**src/rtl/p_addsub_seq.sv**
```systemverilog
// Multi-cycle packed add/subtract: CHUNK bits per cycle with the inter-chunk carry held
// in a register, lane width selectable from XLEN down to 2 bits.
module p_addsub_seq #(
   parameter int XLEN  = 64,
   parameter int CHUNK = 16,
   parameter int PW_W  = $clog2(XLEN)
) (
   input  logic              g_clk,
   input  logic              g_reset,
   input  logic              in_valid,
   output logic              in_ready,
   input  logic [XLEN-1:0]   lhs,
   input  logic [XLEN-1:0]   rhs,
   input  logic [PW_W-1:0]   pw,
   input  logic              sub,
   output logic              out_valid,
   input  logic              out_ready,
   output logic [XLEN-1:0]   result,
   output logic [XLEN-1:0]   c_out
);

   localparam int NCHUNK = XLEN / CHUNK;
   localparam int CNT_W  = (NCHUNK > 1) ? $clog2(NCHUNK) : 1;

   typedef enum logic [1:0] {IDLE, BUSY, DONE} state_t;

   state_t            state;
   logic [CNT_W-1:0]  cnt;
   logic              carry;
   logic [XLEN-1:0]   lhs_r;
   logic [XLEN-1:0]   rhs_r;
   logic              sub_r;
   logic [PW_W-1:0]   lane_mask_r;
   logic              accept;
   logic [XLEN-1:0]   res_nxt;
   logic [XLEN-1:0]   co_nxt;
   logic              chunk_c;
   logic [PW_W-1:0]   j;
   logic              rm;
   logic              ci;
   logic              c;

   // Lane width is a power of two, so "bit is a lane start" is (index & (lane_w-1)) == 0.
   // Iterating from the top bit down lets the lowest set bit of sel win.
   function automatic logic [PW_W-1:0] decode_mask(input logic [PW_W-1:0] sel);
      logic [PW_W-1:0] m;
      m = PW_W'(XLEN - 1);
      for (int k = PW_W - 1; k >= 0; k--) begin
         if (sel[k]) m = PW_W'((XLEN >> k) - 1);
      end
      return m;
   endfunction

   assign in_ready = (state == IDLE) || (state == DONE && out_ready);
   assign accept   = in_valid && in_ready;

   always_comb begin
      res_nxt = result;
      co_nxt  = c_out;
      c       = carry;
      j       = '0;
      rm      = 1'b0;
      ci      = 1'b0;
      for (int i = 0; i < CHUNK; i++) begin
         j  = PW_W'(int'(cnt) * CHUNK + i);
         rm = rhs_r[j] ^ sub_r;
         ci = ((j & lane_mask_r) == '0) ? sub_r : c;
         res_nxt[j] = lhs_r[j] ^ rm ^ ci;
         c  = (lhs_r[j] & rm) | (ci & (lhs_r[j] ^ rm));
         co_nxt[j] = c;
      end
      chunk_c = c;
   end

   // Operand capture; only meaningful after an accept, so it carries no reset.
   always_ff @(posedge g_clk) begin
      if (accept) begin
         lhs_r       <= lhs;
         rhs_r       <= rhs;
         sub_r       <= sub;
         lane_mask_r <= decode_mask(pw);
      end
   end

   always_ff @(posedge g_clk or posedge g_reset) begin
      if (g_reset) begin
         state     <= IDLE;
         out_valid <= 1'b0;
         result    <= '0;
         c_out     <= '0;
         cnt       <= '0;
         carry     <= 1'b0;
      end else begin
         case (state)
            IDLE: begin
               if (accept) begin
                  state <= BUSY;
                  cnt   <= '0;
                  carry <= sub;
               end
            end
            BUSY: begin
               result <= res_nxt;
               c_out  <= co_nxt;
               carry  <= chunk_c;
               if (cnt == CNT_W'(NCHUNK - 1)) begin
                  state     <= DONE;
                  out_valid <= 1'b1;
               end else begin
                  cnt <= cnt + 1'b1;
               end
            end
            DONE: begin
               if (out_ready) begin
                  out_valid <= 1'b0;
                  if (in_valid) begin
                     state <= BUSY;
                     cnt   <= '0;
                     carry <= sub;
                  end else begin
                     state <= IDLE;
                  end
               end
            end
            default: state <= IDLE;
         endcase
      end
   end

endmodule

```
**config.mk**
```make
export PLATFORM = sky130hd
export DESIGN_NAME = p_addsub_seq
export DESIGN_NICKNAME = d
export VERILOG_FILES = /design/src/rtl/p_addsub_seq.sv
export SDC_FILE = /design/constraint.sdc
export NUM_CORES = 1
export LEC_CHECK = 0
export BUFFER_PORTS_ARGS = -buffer_cell sky130_fd_sc_hd__buf_2
export CAP_MARGIN = 20
export CORE_ASPECT_RATIO = 0.7
export CORE_UTILIZATION = 55
export CTS_BUF_LIST = sky130_fd_sc_hd__clkbuf_4
export DETAILED_ROUTE_END_ITERATION = 6
export PLACE_DENSITY = 0.92
export SYNTH_ARGS = -nofsm -noshare
export SYNTH_HDL_FRONTEND = slang
export SYNTH_SLANG_ARGS = --single-unit
```
**constraint.sdc**
```tcl
create_clock -name g_clk -period 12.4 [get_ports g_clk]
set_input_delay 1.86 -clock g_clk [delete_from_list [all_inputs] [get_ports g_clk]]
set_output_delay 1.86 -clock g_clk [all_outputs]
set_load 0.01 [all_outputs]
```
==> summary.md, run 1 <==
| Metric | Value |
|---|---|
| Seq pwr share | 0.384 |
| CTS root buf | clkbuf_4 |
| First-pass GRT wire length | 38,500 µm |
| Maxcap violations | 0 |
| Vias | 6,874 |
| Final setup TNS | 0 ns |
| Setup crit start kind | flop |
| IO Port Bufs | 268 |
| Die span in x | 166 µm |
| Status | finished with violations |
| Yosys Warn Count | 0 |
| Die area | 19,400 µm² |
| Reg-to-reg startpoint | cnt[0] |
| Initial DRT Pass Iterations | 7 |
| Clk_lat worst skew | 0.66 ns |
| Remaining global-route overflow | 0 |
| N_diodes | 0 |
| CP endpoint kind | flop |
| Vias in the first global route | 6,777 |
| Max incr delay on CP | 0.62 ns |
| Crit. Startpoint | cnt[0] |
| Pwr Total | 3.65 mW |
| Largest net degree at the start of global routing | 88 |
| Gp weighted congestion | 0.828 |
| Clk slew on worst S/H paths | 0.07 ns |
| Post-route ant nets | 0 |
| Number of hold buffers added after CTS | 0 |
| Largest delay share family, worst path | adder cells |
| Peak VDD IR | 0.132 mV |
| Clock Power Share | 0.181 |
| Largest area contributor in the netlist | edfxtp_1 |
| CP max-delay cell | fa_1 |
| Initial antenna violation count | 0 |
| Rows | 41 |
| Clock period minus worst slack | 11.50 ns |
| Iteration-0 DRC Markers | 680 |
| Final worst slack | 0.902 ns |
| Seq cells post-synth | 268 |
| Fill count | 1,236 |
| Placement Setup Slack | 1.02 ns |
| Post-synthesis sequential area ratio | 0.711 |
| P&R area growth vs syn | 22.2% |
| Avg Cell Area, Syn | 14.7 µm² |
| CP Max Fanout | 20 |
| # Post-CTS Setup Buffers | 0 |
| Register Area | 7380 µm² |
| Vias per cell | 5.35 |
| Pwr dens | 288 nW/µm² |
| Clock sink count | 268 |
| Period utilisation layout | 0.927 |
| DIE HEIGHT | 117 µm |
| Routed wire length | 25,900 µm |
| Worst Path Required | 12.88 ns |
| Final Slew Violations | 0 |
| Rel. slew slack | 0.324 |
| Routed len/inst | 20.2 µm |
| Remaining DRCs | 22 |
| Net switching power | 1.47 mW |
| Cell repeated most along the worst path | fa_1 |
| Post-synth EDFFs | 134 |
| Number of I/O pins | 269 |
| Clock Path Buffers | 3 |
| Htree depth | 2 |
| Dominant synthesized flop cell | edfxtp_1 |
| Global Route Usage Sum | 0.273 |
| Post_cts resized | 0 |
| Worst Hold Launch | result[20] |
| Logic pwr share | 0.435 |
| Final Setup Violations | 0 |
| Final Hold Vio Count | 0 |
| Final Skew | 0.0304 ns |
| Final nets | 1,164 |
| CTS tree | yes |
| Synth top area share | 0.388 |
| Worst-margin pin slew | 1.01 ns |
| Mapped Nets | 863 |
| Initial core utilization | 0.569 |
| Ratio of cells with drive above 1 in the final layout | 0.391 |
| Fraction of registers with async set/reset | 0.500 |
| Worst Path Buf+Inv | 1 |
| Core area | 18,200 µm² |
| RSZ-0062 raised after global routing | no |
| Net Sw Frac | 0.403 |
| Worst hold path class | flop to flop |
| Critical Path AT | 11.98 ns |
| Synth unique cells | 36 |
| Final Util | 0.696 |
| Failing checks | design-rule violations |
| Final HPWL DP | 18,800 µm |
| Cells after synthesis | 704 |
| Cell area after synthesis | 10,400 µm² |
| R2R Setup Slk | 0.90 ns |
| Footprint of the multi-input gates | 2730 µm² |
| Lkg Pwr | 5.66 nW |
| Crit path kind | flop to flop |
| Max Clk Rate | 0.0870 GHz |
| Area contributors post-synth | edfxtp_1, dfrtp_1, o21ai_0, mux4_2, nand2_1 |
| Cell internal pwr | 2.18 mW |
| TritonCTS Buffers | 59 |
==> layer usage <==
layer | GRT usage | routed length (µm) | part of all wire
met5 | 0 | 0 | 0
met4 | 0.0847 | 483 | 0.019
met3 | 0.0847 | 2470 | 0.095
met2 | 0.428 | 11800 | 0.45
met1 | 0.375 | 11200 | 0.43
==> Yosys cell counts (5+ instances only) <==
master,number
fa_1,16
nand2_1,131
buf_2,9
inv_1,23
mux4_1,5
xnor2_1,16
o21ai_0,134
edfxtp_1,134
clkbuf_1,26
dfrtp_1,134
mux4_2,27
o31ai_1,6
==> power groups by stage <==
stage | Sequential, mW | Clock, mW | Combinational, mW
detailed placement | 1.42 | 0 | 1.59
global placement | 1.40 | 0 | 1.55
CTS | 1.40 | 0.675 | 1.59
floorplan | 1.48 | 0 | 0.852
global route | 1.43 | 0.720 | 1.74
finish | 1.40 | 0.661 | 1.59
==> worst min-delay path: stages, from the launching register on <==
cell	delay [ns]
dfrtp_1	0.34
nand2_1	0.04
o21ai_0	0.06
==> final timing paths <==
check,cells past startpoint,endpoint
min in group asynchronous,2,cnt[0]
min,2,result[20]
min reg2reg,2,result[20]
max in group asynchronous,4,c_out[63]
max,34,result[31]
max reg2reg,34,result[31]
==> through the flow <==
step / cells / cell area (µm²) / hold slack, ns
floorplan: 704 / 10400 / 0.480
global placement: 1179 / 11900 / 0.455
detailed placement: 1179 / 11900 / 0.464
CTS: 1283 / 12600 / 0.480
global route: 1284 / 12700 / 0.491
finish: 1284 / 12700 / 0.475
==> state kept, by name, indices dropped and copies added, names as in the netlist <==
register,count
c_out,64
lhs_r,64
result,64
rhs_r,64
lane_mask_r,5
cnt,2
state,2
carry,1
out_valid,1
sub_r,1
==> kinds of logic (layout without fill, tap and decap cells) <==
group | count (synthesis) | count (layout) | share of synthesized area
xor+xnor | 16 | 16 | 0.0135
mux | 37 | 37 | 0.0764
buf+inv | 62 | 406 | 0.0262
simple gates | 151 | 151 | 0.0586
fa+ha+maj | 20 | 20 | 0.0357
compound gates | 150 | 150 | 0.0782
flops | 268 | 268 | 0.711
==> layout make-up <==
type                            instances  share of cell area
Multi-Input combinational cell        374               0.215
Sequential cell                       268               0.582
Timing Repair Buffer                  279               0.114
Clock buffer                           93              0.0551
Clock inverter                         11             0.00346
Inverter                               23             0.00701
Tap cell                              236              0.0233
==> cell usage in the layout, fill, tap and decap left out <==
cell / count
mux2i_1: 3
ha_1: 4
nand2_1: 131
mux2_2: 2
a31oi_1: 1
fa_1: 16
a21oi_1: 3
buf_4: 10
nand3_1: 2
o41ai_1: 1
clkbuf_4: 93
mux4_2: 27
o31ai_4: 1
nor3_1: 2
nand2b_1: 4
o21bai_1: 1
buf_2: 268
mux4_1: 5
dfrtp_2: 1
a221o_2: 1
clkinv_2: 2
xnor2_1: 16
and3_4: 1
edfxtp_1: 134
o41ai_2: 1
nand3b_1: 4
o31ai_1: 6
and2_1: 1
inv_4: 1
nor2_1: 4
inv_1: 22
nor3b_1: 1
buf_16: 1
clkinv_1: 9
a22o_1: 1
o21ai_0: 134
or2_2: 1
dfrtp_1: 133
Note: power is estimated with default switching activity, not from simulation.
==> inputs of run 2 (changes only) <==
--- a/config.mk
+++ b/config.mk
@@ -11,6 +11,7 @@
 export CORE_UTILIZATION = 55
 export CTS_BUF_LIST = sky130_fd_sc_hd__clkbuf_4
 export DETAILED_ROUTE_END_ITERATION = 6
+export GPL_TIMING_DRIVEN = 0
 export PLACE_DENSITY = 0.92
 export SYNTH_ARGS = -nofsm -noshare
 export SYNTH_HDL_FRONTEND = slang
==> summary.md, run 2 (synthesized netlist as in run 1, its figures left out) <==
| Metric | Value |
|---|---|
| # Post-CTS Setup Buffers | 0 (unchanged) |
| DIE HEIGHT | 117 µm (unchanged) |
| Clock sink count | 268 (unchanged) |
| CP max-delay cell | fa_2 |
| Vias in the first global route | 7,237 (+6.8%) |
| IO Port Bufs | 268 (unchanged) |
| Lkg Pwr | 5.71 nW (+0.99%) |
| Initial core utilization | 0.569 (unchanged) |
| Final Hold Vio Count | 0 (unchanged) |
| Area post-placement | 12,100 µm² (+1.4%) |
| Rows | 41 (unchanged) |
| Peak VDD IR | 0.168 mV (+28%) |
| Core area | 18,200 µm² (unchanged) |
| P&R area growth vs syn | 23.8% |
| N_diodes | 0 (unchanged) |
| Failing checks | design-rule violations |
| Die span in x | 166 µm (unchanged) |
| Global Route Usage Sum | 0.290 (+0.0165) |
| CP endpoint kind | flop |
| TritonCTS Buffers | 60 (+1.7%) |
| Most frequent cells in the layout | buf_2, o21ai_0, dfrtp_1, edfxtp_1, nand2_1 |
| Clock Path Buffers | 3 (unchanged) |
| RSZ-0062 raised after global routing | no |
| Setup crit start kind | flop |
| Placed Cells | 1,210 (+2.6%) |
| Clk_lat worst skew | 0.67 ns (about the same) |
| Remaining global-route overflow | 0 (unchanged) |
| Routed len/inst | 21.1 µm (+4.4%) |
| Cell repeated most along the worst path | fa_1 |
| Worst hold path class | flop to flop |
| Final Skew | 0.0324 ns (+0.00200 ns) |
| Net switching power | 1.57 mW (+6.9%) |
| Crit path kind | flop to flop |
| Filler-free cell count of the finished design | 1,317 (+2.6%) |
| Clk slew on worst S/H paths | 0.07 ns (about the same) |
| Pwr dens | 296 nW/µm² (+2.9%) |
| Commonest non-fill, non-tap cell in the layout | buf_2 |
| Maxcap violations | 0 (unchanged) |
| Rel. slew slack | 0.350 (+0.0258) |
| Final nets | 1,194 (+2.6%) |
| Ratio of cells with drive above 1 in the final layout | 0.389 (-0.00177) |
| Status | finished with violations |
| Initial DRT Pass Iterations | 7 (unchanged) |
| Final Slew Violations | 0 (unchanged) |
| Seq pwr share | 0.366 (-0.018) |
| Period utilisation layout | 0.953 (+0.0260) |
| Number of I/O pins | 269 (unchanged) |
| Initial antenna violation count | 0 (unchanged) |
| Logic pwr share | 0.459 (+0.024) |
| CP Max Fanout | 10 (-50%) |
| Clock Power Share | 0.175 (-0.006) |
| Hold depth | 2 (unchanged) |
| CTS root buf | clkbuf_4 |
| Htree depth | 2 (unchanged) |
| Fill count | 1,249 (+1.1%) |
| Net Sw Frac | 0.413 (+0.0101) |
| CTS tree | yes |
| Worst-margin pin slew | 0.975 ns (-0.0387 ns) |
| Critical Path AT | 12.33 ns (+0.35 ns) |
| First-pass GRT wire length | 41,000 µm (+6.7%) |
| Max incr delay on CP | 0.70 ns (+0.08 ns) |
| R2r worst-path depth | 34 (unchanged) |
| Post-route ant nets | 0 (unchanged) |
| Final Setup Violations | 0 (unchanged) |
| Die area | 19,400 µm² (unchanged) |
| Gp weighted congestion | 0.848 (+2.3%) |
| Final HPWL DP | 20,300 µm (+7.8%) |
| Worst Path Required | 12.91 ns (+0.03 ns) |
| Max Clk Rate | 0.0846 GHz (-2.7%) |
| Cell internal pwr | 2.23 mW (+2.5%) |
| Vias | 7,287 (+6.0%) |
| Design area | 12,800 µm² (+1.3%) |
| Iteration-0 DRC Markers | 760 (+12%) |
| Clock period minus worst slack | 11.82 ns (+0.323 ns) |
| Routed wire length | 27,700 µm (+7.1%) |
| Remaining DRCs | 21 (-4.5%) |
| Vias per cell | 5.53 (+3.4%) |
| Largest net degree at the start of global routing | 74 (-16%) |
run 2: path summary, 6_finish.rpt:
check                           startpoint         end  slack [ns]
worst max-delay path                cnt[0]  result[15]        0.58
worst min register to register  result[23]  result[23]        0.48
worst max register to register      cnt[0]  result[15]        0.58
worst min-delay path            result[23]  result[23]        0.48
min in group asynchronous          g_reset  result[48]        1.28
max in group asynchronous          g_reset   c_out[13]       10.38
run 2: cell type report:
type,count,area [µm²],share of cell area
inverters,23,91.3,0.00711
plain buffers,38,184,0.0143
well taps,236,295,0.0230
repair buffers,270,1400,0.109
flip-flops and latches,268,7380,0.575
clock inverters,17,67.6,0.00526
multi-input cells,374,2750,0.214
clock buffers,91,683,0.0532
run 2: worst max-delay path, delay by kind of cell, from the launching register on:
kind | cells | cell delay (ns)
AO/OA/AOI/OAI | 14 | 1.66
adder cells (fa/ha/maj) | 16 | 8.51
multiplexers | 1 | 0.60
XOR/XNOR | 1 | 0.17
buffers and inverters | 1 | 0.20
AND/OR/NAND/NOR | 1 | 0.09
flip-flops | 1 | 0.41
run 2: per-layer routing:
metal,track usage,share of wire
met3,0.0676,0.094
met2,0.485,0.48
met5,0,0
met1,0.384,0.40
met4,0.0941,0.022
run 2: per-stage QoR:
step | util | worst slack (ns) | setup TNS [ns] | hold WS (ns) | total power, mW
floorplan | - | 2.10 | 0 | 0.480 | 2.33
global placement | 0.659 | -0.246 | -1.55 | 0.456 | 3.05
detailed placement | 0.663 | -0.409 | -3.03 | 0.465 | 3.12
CTS | 0.704 | 0.0163 | 0 | 0.480 | 3.79
global route | 0.705 | 0.00922 | 0 | 0.495 | 4.02
finish | 0.705 | 0.579 | 0 | 0.478 | 3.80
run 2: power by group through the flow:
stage / Combinational [mW] / Sequential [mW] / Clock, mW
detailed placement: 1.71 / 1.40 / 0
global placement: 1.65 / 1.40 / 0
finish: 1.74 / 1.39 / 0.666
CTS: 1.72 / 1.39 / 0.674
floorplan: 0.852 / 1.48 / 0
global route: 1.89 / 1.42 / 0.723
run 2: timing repair:
| action | 4_1_cts | 5_1_grt |
|---|---|---|
| resized for setup | 4 | 5 |
| hold buffers | 0 | 0 |
| setup endpoints to repair | 9 | 9 |
